===== src/rtl/vga_timing_monitor.sv =====
// vga_timing_monitor: measures VGA line/frame geometry from sync+avr, locks after stable frames, flags deviations
module vga_timing_monitor #(
  parameter int H_CNT_W     = 11,
  parameter int V_CNT_W     = 10,
  parameter int LOCK_FRAMES = 2
) (
  input  logic               clk,
  input  logic               rst_n,
  input  logic               h_sync,
  input  logic               v_sync,
  input  logic               avr,
  output logic [H_CNT_W-1:0] h_total,
  output logic [H_CNT_W-1:0] h_sync_len,
  output logic [H_CNT_W-1:0] h_active,
  output logic [V_CNT_W-1:0] v_total,
  output logic [V_CNT_W-1:0] v_sync_len,
  output logic [V_CNT_W-1:0] v_active,
  output logic               locked,
  output logic               frame_pulse,
  output logic               timing_err
);
  localparam int TW = 2 * H_CNT_W + 2 * V_CNT_W;
  localparam int MW = $clog2(LOCK_FRAMES + 1);
  localparam logic [H_CNT_W-1:0] HMAX = '1;
  localparam logic [V_CNT_W-1:0] VMAX = '1;
  typedef enum logic [1:0] {SEARCH, CHECK, LOCKED} state_t;
  state_t state_q;
  logic hs1_q, hs2_q, vs1_q, vs2_q, as1_q;
  logic [H_CNT_W-1:0] hcnt_q, hlow_q, acnt_q, h_total_q, h_sync_len_q, h_active_q;
  logic [H_CNT_W-1:0] hcnt_d, hlow_d, acnt_d, h_total_d, h_sync_len_d, h_active_d;
  logic [V_CNT_W-1:0] lcnt_q, lcnt_act_q, vlow_q, v_total_q, v_sync_len_q, v_active_q;
  logic [V_CNT_W-1:0] lcnt_d, lcnt_act_d, vlow_d, v_total_d, v_sync_len_d, v_active_d;
  logic [V_CNT_W-1:0] lcnt_h, lact_h, vlow_h;
  logic [TW-1:0] snap_q, tuple;
  logic [MW-1:0] match_q;
  logic locked_q, frame_pulse_q, timing_err_q;
  logic h_fall, h_rise, v_fall, v_rise, act_line, sat, same, h_bad;
  always_comb begin
    h_fall       = hs2_q & ~hs1_q;
    h_rise       = ~hs2_q & hs1_q;
    v_fall       = vs2_q & ~vs1_q;
    v_rise       = ~vs2_q & vs1_q;
    act_line     = h_fall & (acnt_q != '0);
    hcnt_d       = h_fall ? H_CNT_W'(1) : (hcnt_q == HMAX) ? hcnt_q : hcnt_q + 1'b1;
    hlow_d       = h_rise ? '0 : (!hs1_q && hlow_q != HMAX) ? hlow_q + 1'b1 : hlow_q;
    acnt_d       = h_fall ? '0 : (as1_q && acnt_q != HMAX) ? acnt_q + 1'b1 : acnt_q;
    h_total_d    = h_fall ? hcnt_q : h_total_q;
    h_sync_len_d = h_rise ? hlow_q : h_sync_len_q;
    h_active_d   = act_line ? acnt_q : h_active_q;
    // the h fall of a coincident h/v fall belongs to the frame that is closing
    lcnt_h       = (h_fall && lcnt_q != VMAX) ? lcnt_q + 1'b1 : lcnt_q;
    lact_h       = (act_line && lcnt_act_q != VMAX) ? lcnt_act_q + 1'b1 : lcnt_act_q;
    vlow_h       = (h_fall && !vs1_q && vlow_q != VMAX) ? vlow_q + 1'b1 : vlow_q;
    lcnt_d       = v_fall ? '0 : lcnt_h;
    lcnt_act_d   = v_fall ? '0 : lact_h;
    vlow_d       = v_rise ? '0 : vlow_h;
    v_total_d    = v_fall ? lcnt_h : v_total_q;
    v_active_d   = v_fall ? lact_h : v_active_q;
    v_sync_len_d = v_rise ? vlow_q : v_sync_len_q;
    // saturation fires once, on the cycle a counter reaches its ceiling
    sat          = (!h_fall && hcnt_q == HMAX - 1'b1) || (h_fall && !v_fall && lcnt_q == VMAX - 1'b1);
    tuple        = {h_total_d, h_sync_len_d, v_total_d, v_sync_len_d};
    same         = tuple == snap_q;
    h_bad        = h_fall && hcnt_q != snap_q[TW-1 -: H_CNT_W];
  end
  always_ff @(posedge clk or negedge rst_n)
    if (!rst_n) begin
      {hs1_q, hs2_q, vs1_q, vs2_q, as1_q} <= 5'b11110;
      {hcnt_q, hlow_q, acnt_q, h_total_q, h_sync_len_q, h_active_q} <= '0;
      {lcnt_q, lcnt_act_q, vlow_q, v_total_q, v_sync_len_q, v_active_q} <= '0;
      frame_pulse_q <= 1'b0;
    end else begin
      {hs1_q, hs2_q, vs1_q, vs2_q, as1_q} <= {h_sync, hs1_q, v_sync, vs1_q, avr};
      {hcnt_q, hlow_q, acnt_q, h_total_q, h_sync_len_q, h_active_q} <=
        {hcnt_d, hlow_d, acnt_d, h_total_d, h_sync_len_d, h_active_d};
      {lcnt_q, lcnt_act_q, vlow_q, v_total_q, v_sync_len_q, v_active_q} <=
        {lcnt_d, lcnt_act_d, vlow_d, v_total_d, v_sync_len_d, v_active_d};
      frame_pulse_q <= v_fall;
    end
  always_ff @(posedge clk or negedge rst_n)
    if (!rst_n) begin
      state_q      <= SEARCH;
      match_q      <= '0;
      snap_q       <= '0;
      locked_q     <= 1'b0;
      timing_err_q <= 1'b0;
    end else begin
      timing_err_q <= 1'b0;
      case (state_q)
        SEARCH:
          if (sat) timing_err_q <= 1'b1;
          else if (v_fall) begin
            state_q <= CHECK;
            match_q <= '0;
            snap_q  <= tuple;
          end
        CHECK:
          if (sat) begin
            timing_err_q <= 1'b1;
            state_q      <= SEARCH;
          end else if (v_fall && same) begin
            match_q <= match_q + 1'b1;
            if (match_q + 1'b1 == MW'(LOCK_FRAMES)) begin
              state_q  <= LOCKED;
              locked_q <= 1'b1;
            end
          end else if (v_fall) begin
            match_q <= '0;
            snap_q  <= tuple;
          end
        LOCKED:
          if (sat || h_bad || (v_fall && !same)) begin
            state_q      <= SEARCH;
            locked_q     <= 1'b0;
            timing_err_q <= 1'b1;
          end
        default: state_q <= SEARCH;
      endcase
    end
  assign h_total     = h_total_q;
  assign h_sync_len  = h_sync_len_q;
  assign h_active    = h_active_q;
  assign v_total     = v_total_q;
  assign v_sync_len  = v_sync_len_q;
  assign v_active    = v_active_q;
  assign locked      = locked_q;
  assign frame_pulse = frame_pulse_q;
  assign timing_err  = timing_err_q;
endmodule


===== config.mk =====
export PLATFORM = sky130hd
export DESIGN_NAME = vga_timing_monitor
export DESIGN_NICKNAME = d
export VERILOG_FILES = /design/src/rtl/vga_timing_monitor.sv
export SDC_FILE = /design/constraint.sdc
export NUM_CORES = 1
export LEC_CHECK = 0
export CORE_MARGIN = 5
export CORE_UTILIZATION = 40
export DETAILED_ROUTE_END_ITERATION = 6
export PLACE_DENSITY = 0.61
export SLEW_MARGIN = 20
export SYNTH_ARGS = -nofsm -noshare
export SYNTH_HDL_FRONTEND = slang
export SYNTH_SLANG_ARGS = --single-unit
export TNS_END_PERCENT = 5

===== constraint.sdc =====
create_clock -name clk -period 4.25 [get_ports clk]
set_clock_uncertainty 0.15 [all_clocks]
set_input_delay 0.85 -clock clk [delete_from_list [all_inputs] [get_ports clk]]
set_output_delay 0.85 -clock clk [all_outputs]
set_load 0.02 [all_outputs]

After elaboration in Yosys (flattened, before gate mapping)
Index checks and enable logic that the tools add are counted.
{"block": "classes", "shifts": 0, "eq_ne": 23, "n_addsub": 7, "mux": 41, "n_lt_le_gt_ge": 0, "n_div": 0, "reduce_logical": 32, "n_bitwise": 9, "mul": 0}
{"op": "$mux W42", "count": 4}
{"op": "$mux W11", "count": 8}
{"op": "$pmux W42 S2", "count": 1}
{"op": "$mux W10", "count": 8}
{"op": "$eq A42 B42 Y1", "count": 1}
{"op": "$add A11 B1 Y11 const B", "count": 3}
{"op": "$add A10 B1 Y10 const B", "count": 3}
{"op": "$ne A10 B10 Y1 const B", "count": 3}
{"op": "$eq A11 B11 Y1 const B", "count": 2}
{"op": "$ne A11 B11 Y1 const B", "count": 2}
{"op": "$mux W2", "count": 10}
{"op": "$ne A2 B2 Y1 const B", "count": 8}
{"op": "$logic_and A1 B1 Y1", "count": 12}
{"op": "$ne A11 B11 Y1", "count": 1}
{"op": "$reduce_bool A11 Y1", "count": 1}
{"op": "$eq A10 B10 Y1 const B", "count": 1}
{"op": "$reduce_and A5 Y1", "count": 2}
{"op": "$reduce_bool A2 Y1", "count": 5}
{"op": "$mux W1", "count": 6}
{"op": "$ne A3 B3 Y1 const B", "count": 2}
{"op": "$pmux W2 S3", "count": 1}
{"op": "$and A1 B1 Y1", "count": 5}
{"op": "$logic_not A1 Y1", "count": 5}
{"op": "$eq A2 B2 Y1 const B", "count": 2}
{"op": "other kinds (10)", "count": 16}
{"block": "word_totals", "word_cells": 135, "n_memories": 0, "latchBits": 0, "ram_bits": 0, "reg_bits": 180, "rom_bits": 0}

Logic depth before layout (Yosys ltp)
{"block": "depth", "ltp_word": 11, "mapped_depth": 14, "depth_no_buf": 10}

Worst setup path after synthesis
OpenSTA, ideal clock, no wires.
{"block": "synth_timing", "path_kind": "register to register", "from": "register hs2_q", "to": "register snap_q[10]", "path_stages_with_launch": 14, "t_arrival_ps": 3498, "path_slack_ps": 477, "period_less_slack_ps": 3773, "path_buffers": 4, "required_ps": 3975, "path_cell_list": "dfstp_2 buf_4 and2b_4 buf_6 mux2_4 xor2_1 nor4_1 nand4_1 or3_1 or4_1 buf_2 o21bai_4 buf_12 mux2_4"}
{"block": "synth_via", "elab_cells_between_ends": 24, "cone_classes": "4 x eq/ne; 9 x mux; 3 x bitwise; 8 x reduce/logical"}
{"item": "start: declaration", "line_no": "28", "rtl": "logic hs1_q, hs2_q, vs1_q, vs2_q, as1_q;"}
{"item": "start signal: assignment", "line_no": "73", "rtl": "{hs1_q, hs2_q, vs1_q, vs2_q, as1_q} <= {h_sync, hs1_q, v_sync, vs1_q, avr};"}
{"item": "$and A1 B1 Y1", "line_no": "39", "rtl": "h_fall = hs2_q & ~hs1_q;"}
{"item": "$mux W11", "line_no": "47", "rtl": "h_total_d = h_fall ? hcnt_q : h_total_q;"}
{"item": "net h_total_d[6]", "line_no": "30", "rtl": "logic [H_CNT_W-1:0] hcnt_d, hlow_d, acnt_d, h_total_d, h_sync_len_d, h_active_d;"}
{"item": "$eq A42 B42 Y1", "line_no": "63", "rtl": "same = tuple == snap_q;"}
{"item": "$logic_and A1 B1 Y1", "line_no": "101", "rtl": "end else if (v_fall && same) begin"}
{"item": "$ne A2 B2 Y1 (no source line)"}
{"item": "$reduce_and A4 Y1 (no source line)"}
{"item": "end signal: assignment", "line_no": "95", "rtl": "snap_q <= tuple;"}
{"item": "end signal: assignment", "line_no": "109", "rtl": "snap_q <= tuple;"}
{"item": "end: declaration", "line_no": "34", "rtl": "logic [TW-1:0] snap_q, tuple;"}
The timed path passes the listed nets, and every way through them passes these cells. The select of a mux whose other input is x is not followed.
A chain may end at the register's enable or synchronous reset.

Worst setup path in the final report
{"block": "layout_timing", "from": "register hs2_q", "to": "register snap_q[19]"}
{"block": "layout_via", "elab_cells_between_ends": 24, "cone_classes": "4 x eq/ne; 9 x mux; 3 x bitwise; 8 x reduce/logical"}
{"item": "$not A1 Y1", "line_no": "40", "rtl": "h_rise = ~hs2_q & hs1_q;"}
{"item": "$and A1 B1 Y1", "line_no": "40"}
{"item": "$mux W11", "line_no": "48", "rtl": "h_sync_len_d = h_rise ? hlow_q : h_sync_len_q;"}
{"item": "net h_sync_len_d[7]", "line_no": "30"}
{"item": "$eq A42 B42 Y1", "line_no": "63"}
{"item": "$logic_and A1 B1 Y1", "line_no": "101"}
{"item": "$ne A2 B2 Y1 (no source line)"}
{"item": "$reduce_and A4 Y1 (no source line)"}
The timed path passes the listed nets, and every way through them passes these cells. The select of a mux whose other input is x is not followed.

==> flow_summary.toml <==
[routing]
drt_iter0_drc = 367
drt.antenna.violating_nets = 0
wire_per_inst_um = 16.6
finalWirelength_mm = 19.8
vias_per_cell = 5.15
firstDrtPassIters = 5
drcViolationCount = 0
vias = 6120

[clocking]
cts_sinks = 180
cts_buffers = 17
clockRootBuffer = "clkbuf_16"
clock_latency_ps = 430
postCtsSetupBuffers = 0
cts_tree = "yes"
clk_path_buf_depth = 2
clk_pin_slew_ps = 70
h-tree-depth = 4

[global_route]
antenna_found_initial = 0
use_met2_pct = 25.2
grt_start_max_net_pins = 84
grt_busiest_layer = "met2"
grtUsageMet3_pct = 3.18
grt_util_met1_pct = 24.2
grt_usage_pct = 16.5
grt_pass1_vias = 6089
grt-ovfl-total = 0
grt_pass1_wl_mm = 32.8

[yosys]
synthMuxAreaShare_pct = 11.5
syn_nets = 834
syn_area_per_cell_um2 = 10.7
ys_seq_elements = 180
syn_inst = 819
synthXorXnorAreaFrac_pct = 7.87
synth_ff_type = "dfrtp_1"
ys_async_sr_fraction_pct = 100
yosys_warnings = 0
yosysUniqueCellTypes = 69
synth_enable_flop_cells = 0
synth_compound_area_share_pct = 8.52
synth_top_family_by_area = "simple AND/OR/NAND/NOR gates"
synthAdderAreaFrac_pct = 1.42
netlist_area_um2 = 8800
yosys.area_share.simple_pct = 15.4
synth-seq-area-share_pct = 51.3

[timing]
grt_setup_unrepaired = "false"
slew_violations = 0
slew_headroom_pct = 51.8
tns_ps = 0
setup-violations-final = 0
fmax_ghz = 0.246
fin_crit_sh_pct = 95.7
fin_crit_ps = 4070
hold_violations = 0
worstMarginPinSlew_ps = 717

[setup_path]
startpoint_type = "register"
cp_max_fo = 21
cp_cell_sequence = "and2b_2 > mux2_4 > nand2b_1 > o21ai_1 > or4_1 > or4_1 > or4_1 > o21bai_4 > buf_12 > mux2_4"
setup.worst_path.end_class = "register"
cpMostUsedCell = "or4_1"
crit_family = "simple AND/OR/NAND/NOR gates"
max_stage_delay_ps = 640
slowest_stage = "dfstp_2"
worst_ep_arrival_time_ps = 4230
cp_data_required_time_ps = 4410
crit_buf_inv = 1
crit_type = "reg2reg"

[die]
std_cell_rows = 54
die_w_um = 158
initial_core_util_pct = 40.4
die_h_um = 158
dieArea_um2 = 25100
ioPinCount = 71
coreArea_um2 = 21800

[layout]
synthToLayoutAreaGrowth_pct = 19.5
fin_nets = 910
fin_area_um2 = 10500
drive_gt1_share_pct = 15.1
antenna_cells = 0
fillCellCount = 2058

[placed_design]
port_buffers = 70
dpl.hpwl_mm = 14.2
placed_area_um2 = 9840
gp_congestion = 0.816

[pwr]
p_leak_nw = 4.91
p_per_area_nw_per_um2 = 449
vdd_drop_max_mv = 0.273

[run_status]
status = "complete, no violations"

[flow_run]
max_cap_viol_count = 0

[min_path]
hold_path.class = "in2async"
-- Yosys cell counts, types with 19 or more instances --
cell type    n  share of area [%]
nand4_1     19                1.4
o21ai_0     38                2.2
nand2_1    100                4.3
clkbuf_1    19               0.81
dfrtp_1    176                 50
mux2_2      25                3.2
xor2_1      50                5.0
inv_1       29                1.2
xnor2_1     29                2.9
nor2_1      73                3.1
nand3_1     30                1.7
mux2_4      42                7.2
a21oi_1     23                1.3
-- path summary, 6_finish.rpt --
path / slack [ps] / startpoint / depth (start not counted) / end
worst min register to register: 240 / vs1_q / 0 / vs2_q
min in group clk: 240 / vs1_q / 0 / vs2_q
worst max-delay path: 180 / hs2_q / 10 / snap_q[19]
worst max register to register: 180 / hs2_q / 10 / snap_q[19]
max in group asynchronous: 2720 / rst_n / 2 / timing_err
worst min-delay path: 220 / rst_n / 1 / hlow_q[3]
-- state kept, by name, indices dropped and copies added (netlist names), 2 cells and up --
signal / flops
snap_q: 42
acnt_q: 11
h_active: 11
h_sync_len: 11
h_total: 11
hcnt_q: 11
hlow_q: 11
lcnt_act_q: 10
lcnt_q: 10
v_active: 10
v_sync_len: 10
v_total: 10
vlow_q: 10
match_q: 2
state_q: 2
-- layout make-up --
cell class	instances	area, um2	area share, %
Clock buffer	17	425	4.05
Clock inverter	15	239	2.27
Inverter	30	113	1.07
Multi-Input combinational cell	572	3950	37.5
Sequential cell	180	4510	42.9
Tap cell	280	350	3.33
Timing Repair Buffer	94	932	8.86
-- kinds of logic (layout without fill, tap and decap cells) --
group / count (synthesis) / in the layout
simple gates: 288 / 288
flops: 180 / 180
compound gates: 118 / 118
xor+xnor: 79 / 79
mux: 77 / 77
buf+inv: 67 / 156
fa+ha+maj: 10 / 10
-- per-stage QoR --
stage	instances	setup slack [ps]	power, mW	util [%]	hold WS [ps]
2_1_floorplan	819	477	2.62	-	219
3_3_place_gp	1156	172	2.97	45.2	221
3_5_place_dp	1156	123	2.98	45.2	233
4_1_cts	1188	99.2	4.78	48.3	222
5_1_grt	1188	7.68	4.95	48.3	245
6_report	1188	182	4.72	48.3	223
-- per-layer routing --
layer  routed length, um  share of wire (%)
met5                   0                  0
met4                 227                1.1
met3                 745                3.8
met2                9000                 46
met1                9800                 50
-- where the power goes --
group          switching, mW  internal (mW)  total (mW)  leakage, nW
Clock                  0.711           1.06        1.77        0.322
Combinational          0.446          0.432       0.878         2.15
Sequential             0.185           1.88        2.06         2.44
Total                   1.34           3.38        4.72         4.91
-- timing repair --
item | 4_1_cts | 5_1_grt
resized for setup | 0 | 4
hold buffers | 0 | 0
setup endpoints to repair | 0 | 40
-- layout by cell type, fill, tap and decap left out, types with 8 or more instances in the layout --
cell | synthesis | layout
mux2i_1 | 9 | 9
nand4_1 | 19 | 19
xnor2_1 | 29 | 29
a21oi_1 | 23 | 23
clkdlybuf4s50_1 | 0 | 69
nor2_1 | 73 | 73
or3_1 | 9 | 9
nor3_1 | 9 | 9
mux2_4 | 42 | 42
nand2b_1 | 8 | 8
nand3_1 | 30 | 30
clkbuf_16 | 0 | 17
buf_4 | 3 | 20
dfrtp_1 | 176 | 176
nand2_1 | 100 | 100
o21ai_0 | 38 | 38
mux2_2 | 25 | 25
a31oi_1 | 8 | 8
o22ai_1 | 9 | 9
and3_1 | 9 | 9
ha_1 | 10 | 10
inv_1 | 29 | 29
xor2_1 | 50 | 50
Note: power is estimated with default switching activity, not from simulation.
